===== config.mk =====
export PLATFORM = sky130hd
export DESIGN_NAME = branch_resolve_queue_flat
export DESIGN_NICKNAME = d
export VERILOG_FILES = /design/src/rtl/branch_resolve_queue_if.sv /design/src/rtl/branch_resolve_queue.sv /design/src/flat_wrapper.sv
export SDC_FILE = /design/constraint.sdc
export NUM_CORES = 1
export LEC_CHECK = 0
export ABC_AREA = 1
export CAP_MARGIN = 10
export CORE_ASPECT_RATIO = 0.6
export CORE_UTILIZATION = 28
export CTS_CLUSTER_DIAMETER = 120
export DETAILED_ROUTE_END_ITERATION = 8
export GPL_ROUTABILITY_DRIVEN = 0
export SLEW_MARGIN = 20
export SYNTH_ARGS = -nofsm -noshare
export SYNTH_HDL_FRONTEND = slang
export SYNTH_SLANG_ARGS = --single-unit

===== constraint.sdc =====
create_clock -name clk -period 7.05 [get_ports clk]
set_input_delay 1.41 -clock clk [delete_from_list [all_inputs] [get_ports clk]]
set_output_delay 1.41 -clock clk [all_outputs]
set_load 0.01 [all_outputs]

===== src/rtl/branch_resolve_queue_if.sv =====
`default_nettype none
// ============================================================================
// Module : branch_resolve_queue_if
// Brief  : Fetch-push / EX-resolve / pipeline-redirect bundle for the
//          branch resolve queue.
// Rev    : 1.0  initial release
// ============================================================================
interface branch_resolve_queue_if #(
    parameter int DEPTH = 4,
    parameter int PC_W  = 32
);
    localparam int CNT_W = $clog2(DEPTH) + 1;

    logic              push_valid;
    logic              push_ready;
    logic              push_taken;
    logic [PC_W-1:0]   push_target;
    logic [PC_W-1:0]   push_fallthru;
    logic              res_valid;
    logic              res_taken;
    logic [PC_W-1:0]   res_target;
    logic              flush;
    logic [PC_W-1:0]   redirect_pc;
    logic              upd_en;
    logic              upd_taken;
    logic [CNT_W-1:0]  count;
    logic              err_underflow;

    modport master (
        output push_valid, push_taken, push_target, push_fallthru,
        output res_valid, res_taken, res_target,
        input  push_ready, flush, redirect_pc, upd_en, upd_taken,
        input  count, err_underflow
    );

    modport slave (
        input  push_valid, push_taken, push_target, push_fallthru,
        input  res_valid, res_taken, res_target,
        output push_ready, flush, redirect_pc, upd_en, upd_taken,
        output count, err_underflow
    );
endinterface
`default_nettype wire


===== src/rtl/branch_resolve_queue.sv =====
`default_nettype none
// ============================================================================
// Module : branch_resolve_queue
// Brief  : In-order queue of predicted branches; compares the head against
//          EX resolution, raises flush/redirect on mispredict.
// Rev    : 1.0  initial release
// ============================================================================
module branch_resolve_queue #(
    parameter int DEPTH = 4,
    parameter int PC_W  = 32
) (
    input  wire logic               clk,
    input  wire logic               rst,
    branch_resolve_queue_if.slave   bq
);
    localparam int PTR_W = $clog2(DEPTH);
    localparam int CNT_W = PTR_W + 1;
    localparam logic [CNT_W-1:0] c_full = CNT_W'(DEPTH);

    logic              r_taken    [DEPTH];
    logic [PC_W-1:0]   r_target   [DEPTH];
    logic [PC_W-1:0]   r_fallthru [DEPTH];

    logic [PTR_W-1:0]  r_wr_ptr;
    logic [PTR_W-1:0]  r_rd_ptr;
    logic [CNT_W-1:0]  r_count;
    logic              r_flush;
    logic [PC_W-1:0]   r_redirect_pc;
    logic              r_upd_en;
    logic              r_upd_taken;
    logic              r_err_underflow;

    logic              w_push_ready;
    logic              w_push_fire;
    logic              w_push_keep;
    logic              w_res_fire;
    logic              w_mispredict;
    logic              w_head_taken;
    logic [PC_W-1:0]   w_head_target;
    logic [PC_W-1:0]   w_head_fallthru;

    assign w_head_taken    = r_taken[r_rd_ptr];
    assign w_head_target   = r_target[r_rd_ptr];
    assign w_head_fallthru = r_fallthru[r_rd_ptr];

    // No bypass when full: a same-cycle pop does not make room for a push.
    assign w_push_ready = (r_count < c_full) && !r_flush;
    assign w_push_fire  = bq.push_valid && w_push_ready;
    assign w_res_fire   = bq.res_valid && (r_count != '0);
    assign w_mispredict = w_res_fire &&
                          ((bq.res_taken != w_head_taken) ||
                           (bq.res_taken && w_head_taken && (bq.res_target != w_head_target)));
    // A push alongside a mispredict is wrong-path and is dropped.
    assign w_push_keep  = w_push_fire && !w_mispredict;

    always_ff @(posedge clk) begin
        if (w_push_keep) begin
            r_taken[r_wr_ptr]    <= bq.push_taken;
            r_target[r_wr_ptr]   <= bq.push_target;
            r_fallthru[r_wr_ptr] <= bq.push_fallthru;
        end
    end

    always_ff @(posedge clk) begin
        if (rst) begin
            r_wr_ptr        <= '0;
            r_rd_ptr        <= '0;
            r_count         <= '0;
            r_flush         <= 1'b0;
            r_redirect_pc   <= '0;
            r_upd_en        <= 1'b0;
            r_upd_taken     <= 1'b0;
            r_err_underflow <= 1'b0;
        end else begin
            r_flush     <= w_mispredict;
            r_upd_en    <= w_res_fire;
            r_upd_taken <= w_res_fire && bq.res_taken;
            if (bq.res_valid && (r_count == '0)) begin
                r_err_underflow <= 1'b1;
            end
            if (w_mispredict) begin
                r_redirect_pc <= bq.res_taken ? bq.res_target : w_head_fallthru;
                r_wr_ptr      <= '0;
                r_rd_ptr      <= '0;
                r_count       <= '0;
            end else begin
                if (w_push_keep) begin
                    r_wr_ptr <= r_wr_ptr + 1'b1;
                end
                if (w_res_fire) begin
                    r_rd_ptr <= r_rd_ptr + 1'b1;
                end
                r_count <= r_count + CNT_W'(w_push_keep) - CNT_W'(w_res_fire);
            end
        end
    end

    assign bq.push_ready    = w_push_ready;
    assign bq.flush         = r_flush;
    assign bq.redirect_pc   = r_redirect_pc;
    assign bq.upd_en        = r_upd_en;
    assign bq.upd_taken     = r_upd_taken;
    assign bq.count         = r_count;
    assign bq.err_underflow = r_err_underflow;
endmodule
`default_nettype wire


===== src/flat_wrapper.sv =====
// flat-port wrapper written by rule: the top's interface ports become plain ports
module branch_resolve_queue_flat 
#(
    parameter int DEPTH = 4,
    parameter int PC_W  = 32
)
  (clk, rst, bq_push_valid, bq_push_taken, bq_push_target, bq_push_fallthru, bq_res_valid, bq_res_taken, bq_res_target, bq_push_ready, bq_flush, bq_redirect_pc, bq_upd_en, bq_upd_taken, bq_count, bq_err_underflow);
  branch_resolve_queue_if #(.DEPTH(DEPTH), .PC_W(PC_W)) bq_i ();
  input  wire logic clk;
  input  wire logic rst;
  input wire logic [$bits(bq_i.push_valid)-1:0] bq_push_valid;
  input wire logic [$bits(bq_i.push_taken)-1:0] bq_push_taken;
  input wire logic [$bits(bq_i.push_target)-1:0] bq_push_target;
  input wire logic [$bits(bq_i.push_fallthru)-1:0] bq_push_fallthru;
  input wire logic [$bits(bq_i.res_valid)-1:0] bq_res_valid;
  input wire logic [$bits(bq_i.res_taken)-1:0] bq_res_taken;
  input wire logic [$bits(bq_i.res_target)-1:0] bq_res_target;
  output wire logic [$bits(bq_i.push_ready)-1:0] bq_push_ready;
  output wire logic [$bits(bq_i.flush)-1:0] bq_flush;
  output wire logic [$bits(bq_i.redirect_pc)-1:0] bq_redirect_pc;
  output wire logic [$bits(bq_i.upd_en)-1:0] bq_upd_en;
  output wire logic [$bits(bq_i.upd_taken)-1:0] bq_upd_taken;
  output wire logic [$bits(bq_i.count)-1:0] bq_count;
  output wire logic [$bits(bq_i.err_underflow)-1:0] bq_err_underflow;
  assign bq_i.push_valid = bq_push_valid;
  assign bq_i.push_taken = bq_push_taken;
  assign bq_i.push_target = bq_push_target;
  assign bq_i.push_fallthru = bq_push_fallthru;
  assign bq_i.res_valid = bq_res_valid;
  assign bq_i.res_taken = bq_res_taken;
  assign bq_i.res_target = bq_res_target;
  assign bq_push_ready = bq_i.push_ready;
  assign bq_flush = bq_i.flush;
  assign bq_redirect_pc = bq_i.redirect_pc;
  assign bq_upd_en = bq_i.upd_en;
  assign bq_upd_taken = bq_i.upd_taken;
  assign bq_count = bq_i.count;
  assign bq_err_underflow = bq_i.err_underflow;
  branch_resolve_queue #(.DEPTH(DEPTH), .PC_W(PC_W)) u_core (.clk(clk), .rst(rst), .bq(bq_i));
endmodule

After elaboration in Yosys (flattened, before gate mapping)

Memory sizes are Yosys's and may differ from the RTL's. A register that Yosys moved wholly into a read port is not among the register bits.
Index checks and enable logic that the tools add are counted.

$lt $le $gt $ge: 1
Add/subtract/negate cells: 4
Reductions and logical operators: 15
Equality and inequality tests: 2
Muxes and demuxes: 9

Operators with widths:

| kind                                                          | number |
|---|---|
| 32-bit two-way mux                                            | 1 |
| 32-bit != test                                                | 1 |
| 2-bit two-way mux                                             | 6 |
| 1-bit logical AND                                             | 9 |
| 2-bit by 1-bit adder with 2-bit output, second input constant | 2 |
| 3-bit by 1-bit adder with 3-bit output                        | 1 |
| 3-bit zero test                                               | 1 |
| 3-bit < comparator, second input constant                     | 1 |
| 3-bit nonzero test                                            | 1 |
| 3-bit by 1-bit subtractor with 3-bit output                   | 1 |
| 1-bit zero test                                               | 2 |
| 1-bit two-way mux                                             | 2 |
| 2-bit OR reduction                                            | 1 |
| 1-bit logical OR                                              | 1 |
| 1-bit != test                                                 | 1 |

Output and inout bits: 40
Word-level logic and storage cells: 42
Memory bits (writable): 260
Input port bits: 102
Memories: 3
Flip-flop bits (word level): 43

Memories:

| memory            | depth | bits a word | read ports | clocked after memory_dff | wr ports | RTL line                   | text |
|---|---|---|---|---|---|---|---|
| u_core.r_fallthru | 4     | 32          | 1          | 1                        | 1        | branch_resolve_queue.sv:22 | `logic [PC_W-1:0] r_fallthru [DEPTH];` |
| u_core.r_target   | 4     | 32          | 1          | 1                        | 1        | branch_resolve_queue.sv:21 | `logic [PC_W-1:0] r_target [DEPTH];` |
| u_core.r_taken    | 4     | 1           | 1          | 1                        | 1        | branch_resolve_queue.sv:20 | `logic r_taken [DEPTH];` |

Longest topological paths before layout

Gate-level depths: netlist of run 1.

Depth in word-level cells: 8
Mapped depth: 23
Mapped depth without buffers: 21

Worst setup path before layout of run 1

Ideal clock, no wire load.

Path type: input -> register
Start: input bq_res_target[25]
End: memory u_core.r_fallthru[0][0], enable pin
Library setup time: 0.488 ns
Slack: 1.565 ns
Path buffers: 0
Stages on the path: 14
Data required time: 6.562 ns
Arrival: 4.997 ns
Cell sequence: inv_1 nand3_1 nand2_1 inv_1 nand2_1 nor2_1 nand2_1 nor2_1 nand2_1 nand2_1 nand2_4 nand2_8 nand2_2 nor2_1

Cells in the longest elaborated chain, start to end: 8

Ends and longest elaborated chain:

| element                                 | RTL line                   | text |
|---|---|---|
| from (decl)                             | flat_wrapper.sv:17         | `input wire logic [$bits(bq_i.res_target)-1:0] bq_res_target;` |
| 32-bit != test                          | branch_resolve_queue.sv:52 | `(bq.res_taken && w_head_taken && (bq.res_target != w_head_target)));` |
| 1-bit logical AND                       | branch_resolve_queue.sv:52 |  |
| 1-bit logical OR                        | branch_resolve_queue.sv:51 | `((bq.res_taken != w_head_taken) \|\|` |
| 1-bit logical AND                       | branch_resolve_queue.sv:50 | `assign w_mispredict = w_res_fire &&` |
| 1-bit zero test                         | branch_resolve_queue.sv:54 | `assign w_push_keep = w_push_fire && !w_mispredict;` |
| 1-bit logical AND                       | branch_resolve_queue.sv:54 |  |
| 1-bit two-way mux                       | branch_resolve_queue.sv:57 | `if (w_push_keep) begin` |
| 1-bit two-way mux (implied by the code) | branch_resolve_queue.sv:60 | `r_fallthru[r_wr_ptr] <= bq.push_fallthru;` |
| to (decl)                               | branch_resolve_queue.sv:22 |  |

No other way between the ends.

Final worst setup path of run 1

Start: input bq_res_target[29]
End: memory u_core.r_fallthru[1][3], enable pin

Same word-level chain as after synthesis.

==> metrics.txt, run 1 <==
status finished, violations left; failing checks DRC; RSZ-0062 raised after global routing no; NumNets Final 1,345; post-CTS sizing 0; share of the synthesized area in the top cell type 0.625; Comb power frac 0.253; CP startpoint kind input port; top_reg_cell synth edfxtp_1; Worst-Margin Slew 1.07 ns; clock sink count 305; Setup WS pre-CTS 1.80 ns; detailed placement HPWL 23,500 µm; crit-path max FO 65; worst setup path startpoint bq_res_target[29]; Top Ports 142; syn_nets 1,222; Die Y 166 µm; antenna violations before repair 3; Final Setup Violations 0; fmax 210 MHz; total CTS buffers 28; max-cap violations 0; port buffer count 141; arrival time at the worst endpoint 4.93 ns; fin. max-slew vios 0; Worst setup EP type flip-flop; final setup margin 2.29 ns; pin count of the biggest net entering global routing 83; fraction of final layout cells sized beyond drive strength 1 0.0597; initial drt markers 887; Peak VDD IR 201 µV; CTS tree done; minimum clock period 4.76 ns; Syn Std Cell Area 0.0125 mm²; register area share after synthesis 0.697; most common library cells after synthesis nand2_1 (306), edfxtp_1 (260), nand3_1 (127); Area growth, synth to finish 23.0%; total negative slack 0 ns; Post-CTS Setup Inserts 0; top cells by area, synth edfxtp_1 (63%), nand2_1 (9.2%), dfxtp_1 (7.2%); fin crit share 0.675; EDFF count, synth 260; DR WL/cell 19.6 µm; flops & latches, synth 305; hold path cells 2; CTS Root Buffer Type clkbuf_16; PD cells 336 mW/mm²; Flop pwr share 0.454; Post-route DRC 18; Hold Buf Count CTS 0; syn avg cell area 11.2 µm²; clock-pin slew of the registers on the worst-case setup and hold paths 0.07 ns; TritonRoute pass-1 iters 7; Unique masters post-synth 26; die area 0.0455 mm²; DR vias 8,684; most frequent cell after synthesis nand2_1; ys async rst share 0; crit path kind input port to flip-flop; Worst slew margin 0.283; R2R cell count 17; Net Sw Frac 0.319; die width 275 µm; Clock Power Share 0.293; htree depth 1; Final Hold Viols 0; Vias/cell 4.72; GRT Util Overall 0.157; HP Start u_core.bq.err_underflow; vias in the first global route 8,192; leakage power 0.00564 µW; Clock Path Buffers 3; dominant cell type by area after synthesis edfxtp_1; GR Overflow Total 0; row count 59; synth warn 0; fillers 4,274; internal cell power 3520 µW; Crit path required time 7.23 ns; Psw 1650 µW; Clock Skews 0.0154 ns; clk_lat worst skew 0.56 ns; Hold Path Class flip-flop to flip-flop; Antenna Violating Nets Remaining 0; core footprint 0.0436 mm²; global-route wire length before repair 53,400 µm; Core Util, Final 0.352; Initial Utilization 0.286; Gate Count Post-Synth 1,112; final WL 36,000 µm
[path summary, 6_finish.rpt]
kind,to,slack (ns)
setup reg to reg,u_core.r_fallthru[1][3],2.50
hold / removal,u_core.bq.err_underflow,0.45
setup / recovery,u_core.r_fallthru[1][3],2.29
hold reg to reg,u_core.bq.err_underflow,0.45
[metrics by stage]
step | hold slack, ns | total power (µW) | area, µm² | instances
2_1_floorplan | 0.468 | 3200 | 12500 | 1112
3_3_place_gp | 0.443 | 3670 | 14500 | 1784
3_5_place_dp | 0.446 | 3690 | 14500 | 1784
4_1_cts | 0.456 | 5200 | 15400 | 1836
5_1_grt | 0.480 | 5420 | 15400 | 1836
6_report | 0.454 | 5160 | 15400 | 1838
[routing by layer]
metal  global-route usage  wire length [µm]
met1                0.234             16800
met2                0.231             15600
met3               0.0370              2960
met4               0.0237               529
met5               0.0211               156
[power by group through the flow]
| stage | combinational [µW] | clock, µW | sequential [µW] |
|---|---|---|---|
| global route | 1450 | 1610 | 2360 |
| global placement | 1290 | 0 | 2380 |
| CTS | 1320 | 1540 | 2350 |
| floorplan | 816 | 0 | 2380 |
| finish | 1310 | 1510 | 2340 |
| detailed placement | 1310 | 0 | 2380 |
[kinds of logic (layout without fill, tap and decap cells)]
logic type,after synthesis,count (layout),share of synthesized area
compound gates,132,132,0.0658
xor+xnor,3,3,0.00210
fa+ha+maj,8,8,0.00861
buf+inv,119,264,0.0439
flops,305,305,0.697
other cells,0,2,0
simple gates,545,545,0.182
[flip-flops by register name (all words and copies together), names as in the netlist, named ones only]
signal,flops
u_core.bq.count,3
u_core.bq.err_underflow,1
u_core.bq.flush,1
u_core.bq.redirect_pc,32
u_core.bq.upd_en,1
u_core.bq.upd_taken,1
u_core.r_fallthru,128
u_core.r_rd_ptr,2
u_core.r_taken,4
u_core.r_target,128
u_core.r_wr_ptr,2
[worst max-delay path: stages]
cell and delay, ns:
clkdlybuf4s50_1 0.62, nand3b_1 0.15, nand2_1 0.06, inv_1 0.05, nand2_1 0.05, nor2_1 0.34, nand2_1 0.09, nor2_1 0.10
nand2_1 0.06, nand2_1 0.09, nand2_4 0.28, nand2_8 0.36, nand2_2 0.24, nor2_4 0.13, buf_4 0.82
[placed cells by master (no fill, tap or decap), types with 4 or more instances in the layout]
master and count:
clkdlybuf4s50_1 140, clkinv_2 5, o2111ai_1 32, nand2_1 306, o21ai_0 66, nor2_1 88, nand3b_1 6, clkbuf_1 5
edfxtp_1 260, clkbuf_16 29, inv_1 54, or2_2 6, nor2_4 4, clkinv_1 7, o22ai_1 33, dfxtp_1 43
ha_1 7, buf_4 12, nand3_1 127
[cell type report]
type,count,area [µm²],area share
clock inverter,16,129,0.00839
sequential,305,8710,0.567
timing repair buffer,155,1540,0.100
clock buffer,36,772,0.0502
inverter,57,215,0.0140
antenna,2,5.00,0.000326
tap,579,724,0.0472
multi-input combinational,688,3270,0.213
Power figures use the tool's default switching activity.
==> run 2, diff against run 1 <==
clock period = 3.9 ns   (was 7.05 ns; I/O delays follow)
==> run 2 against run 1 <==
  * The flow still finishes with violations (DRC)
  * Via count is 0.41% higher
  * Global-route usage is 0.14 points higher
  * Critical endpoint is now u_core.r_target[3][6]
  * Critical path depth is 3 higher
  * Highest routed layer unchanged
  * Routed wire length is 2.0% higher
  * Sequential power is 79% higher
  * Critical path type is now flip-flop to flip-flop
  * Worst setup slack worse by 1.9 ns
  * Hold slack better by 0.0043 ns
  * Largest cell class unchanged
  * Clock-buffer cell count is 2 higher
  * Clock skew is 0.0029 ns lower
  * Combinational power is 92% higher
  * Sequential cell count stayed put
  * Total power is 87% higher
==> metrics.txt, run 2 (same netlist as run 1, synthesis figures left out) <==
status finished, violations left; failing checks DRC; Crit path required time 4.14 ns; die width 275 µm; total CTS buffers 28; row count 59; vias in the first global route 8,293; Top Ports 142; fin. max-slew vios 0; Vias/cell 4.71; GRT Util Overall 0.158; initial drt markers 791; detailed placement HPWL 24,600 µm; post-CTS sizing 0; leakage power 0.00578 µW; Post-DP Area 0.0147 mm²; Worst slew margin 0.518; slowest cell on the critical path nor2_1; Final Setup Violations 0; DR WL/cell 19.8 µm; Die Y 166 µm; clock sink count 305; CP bufs+invs 4; port buffer count 141; Clock Path Buffers 3; Hold Buf Count CTS 0; fillers 4,276; CP Cell Sequence clkinv_2 -> buf_4 -> nand2_1 -> nand3_1 -> nand3_1 -> nand2_1 -> inv_1 -> nand2_1 -> nor2_1 -> nand2_1 -> nor2_1 -> nand2_1 -> nand2_1 -> nand2_4 -> nand2_8 -> nand2_2 -> nor2_4 -> buf_12; pin count of the biggest net entering global routing 105; Core Util, Final 0.360; NumNets Final 1,356; Final Cell Area 0.0157 mm²; total negative slack 0 ns; fin crit share 0.906; Crit path largest cell delay 0.42 ns; CP startpoint kind flip-flop; fmax 283 MHz; crit path kind flip-flop to flip-flop; Antenna Violating Nets Remaining 0; most frequent cells in the layout nand2_1 (306), edfxtp_1 (260), clkdlybuf4s50_1 (140), nand3_1 (127), nor2_1 (88); Final Hold Viols 0; Worst-Margin Slew 0.722 ns; global-route wire length before repair 53,600 µm; Post-CTS Setup Inserts 0; DR vias 8,720; core footprint 0.0436 mm²; fraction of final layout cells sized beyond drive strength 1 0.0718; CTS tree done; die area 0.0455 mm²; antenna violations before repair 7; Clock Skews 0.0125 ns; minimum clock period 3.53 ns; commonest non-fill, non-tap cell in the layout nand2_1; Hold Path Class flip-flop to flip-flop; clk_lat worst skew 0.56 ns; CTS Root Buffer Type clkbuf_16; Post-route DRC 12; clock-pin slew of the registers on the worst-case setup and hold paths 0.07 ns; Peak VDD IR 396 µV; htree depth 1; arrival time at the worst endpoint 3.78 ns; RSZ-0062 raised after global routing no; GR Overflow Total 0; crit-path max FO 27; Initial Utilization 0.286; Worst setup EP type flip-flop; crit-path most repeated cell nand2_1; final WL 36,700 µm; Area growth, synth to finish 25.6%; PD cells 617 mW/mm²; cell family with most CP delay simple AND/OR/NAND/NOR gates; max-cap violations 0; TritonRoute pass-1 iters 9
==> run 2: metal layers <==
| layer | global-route usage | share of wire | vias to the layer above | wire length, µm |
|---|---|---|---|---|
| li1 | - | - | 4165 | - |
| met1 | 0.226 | 0.44 | 4176 | 16300 |
| met2 | 0.236 | 0.44 | 328 | 16100 |
| met3 | 0.0499 | 0.10 | 47 | 3680 |
| met4 | 0.0278 | 0.016 | 4 | 590 |
| met5 | 0 | 0.00074 | - | 27 |
==> run 2: cell type report <==
cell class,instances,area (µm²),area share
flip-flops and latches,305,8710,0.555
multi-input cells,688,3270,0.208
repair buffers,166,1760,0.112
clock buffers,38,822,0.0524
well taps,579,724,0.0462
inverters,57,215,0.0137
clock inverters,14,178,0.0113
diodes,4,10.0,0.000638
==> run 2: worst paths after layout <==
kind	slack (ns)	depth (start not counted)	endpoint	startpoint
worst max-delay path	0.37	18	u_core.r_target[3][6]	flip-flop
worst min-delay path	0.46	2	u_core.bq.err_underflow	u_core.bq.err_underflow
worst max register to register	0.37	18	u_core.r_target[3][6]	flip-flop
worst min register to register	0.46	2	u_core.bq.err_underflow	u_core.bq.err_underflow
==> run 2: metrics by stage <==
stage / hold WS (ns) / power [µW] / instances / setup slack [ns]
finish: 0.458 / 9670 / 1851 / 0.368
global route: 0.466 / 10100 / 1848 / 0.0890
CTS: 0.455 / 9750 / 1847 / 0.394
detailed placement: 0.446 / 6790 / 1795 / 0.159
global placement: 0.443 / 6760 / 1795 / 0.154
floorplan: 0.468 / 5770 / 1112 / -0.359
==> run 2: worst register-to-register path, delay by kind of cell (launching register included) <==
family                 cells  cell delay, ns
buffers and inverters      4            0.91
and+or+nand+nor           14            1.93
DFF                        1            0.38
==> run 2: power by group <==
| group | total, µW | switching [µW] | internal (µW) |
|---|---|---|---|
| Sequential | 4200 | 155 | 4050 |
| Combinational | 2510 | 1640 | 879 |
| Clock | 2960 | 1210 | 1750 |
| Total | 9670 | 3000 | 6670 |
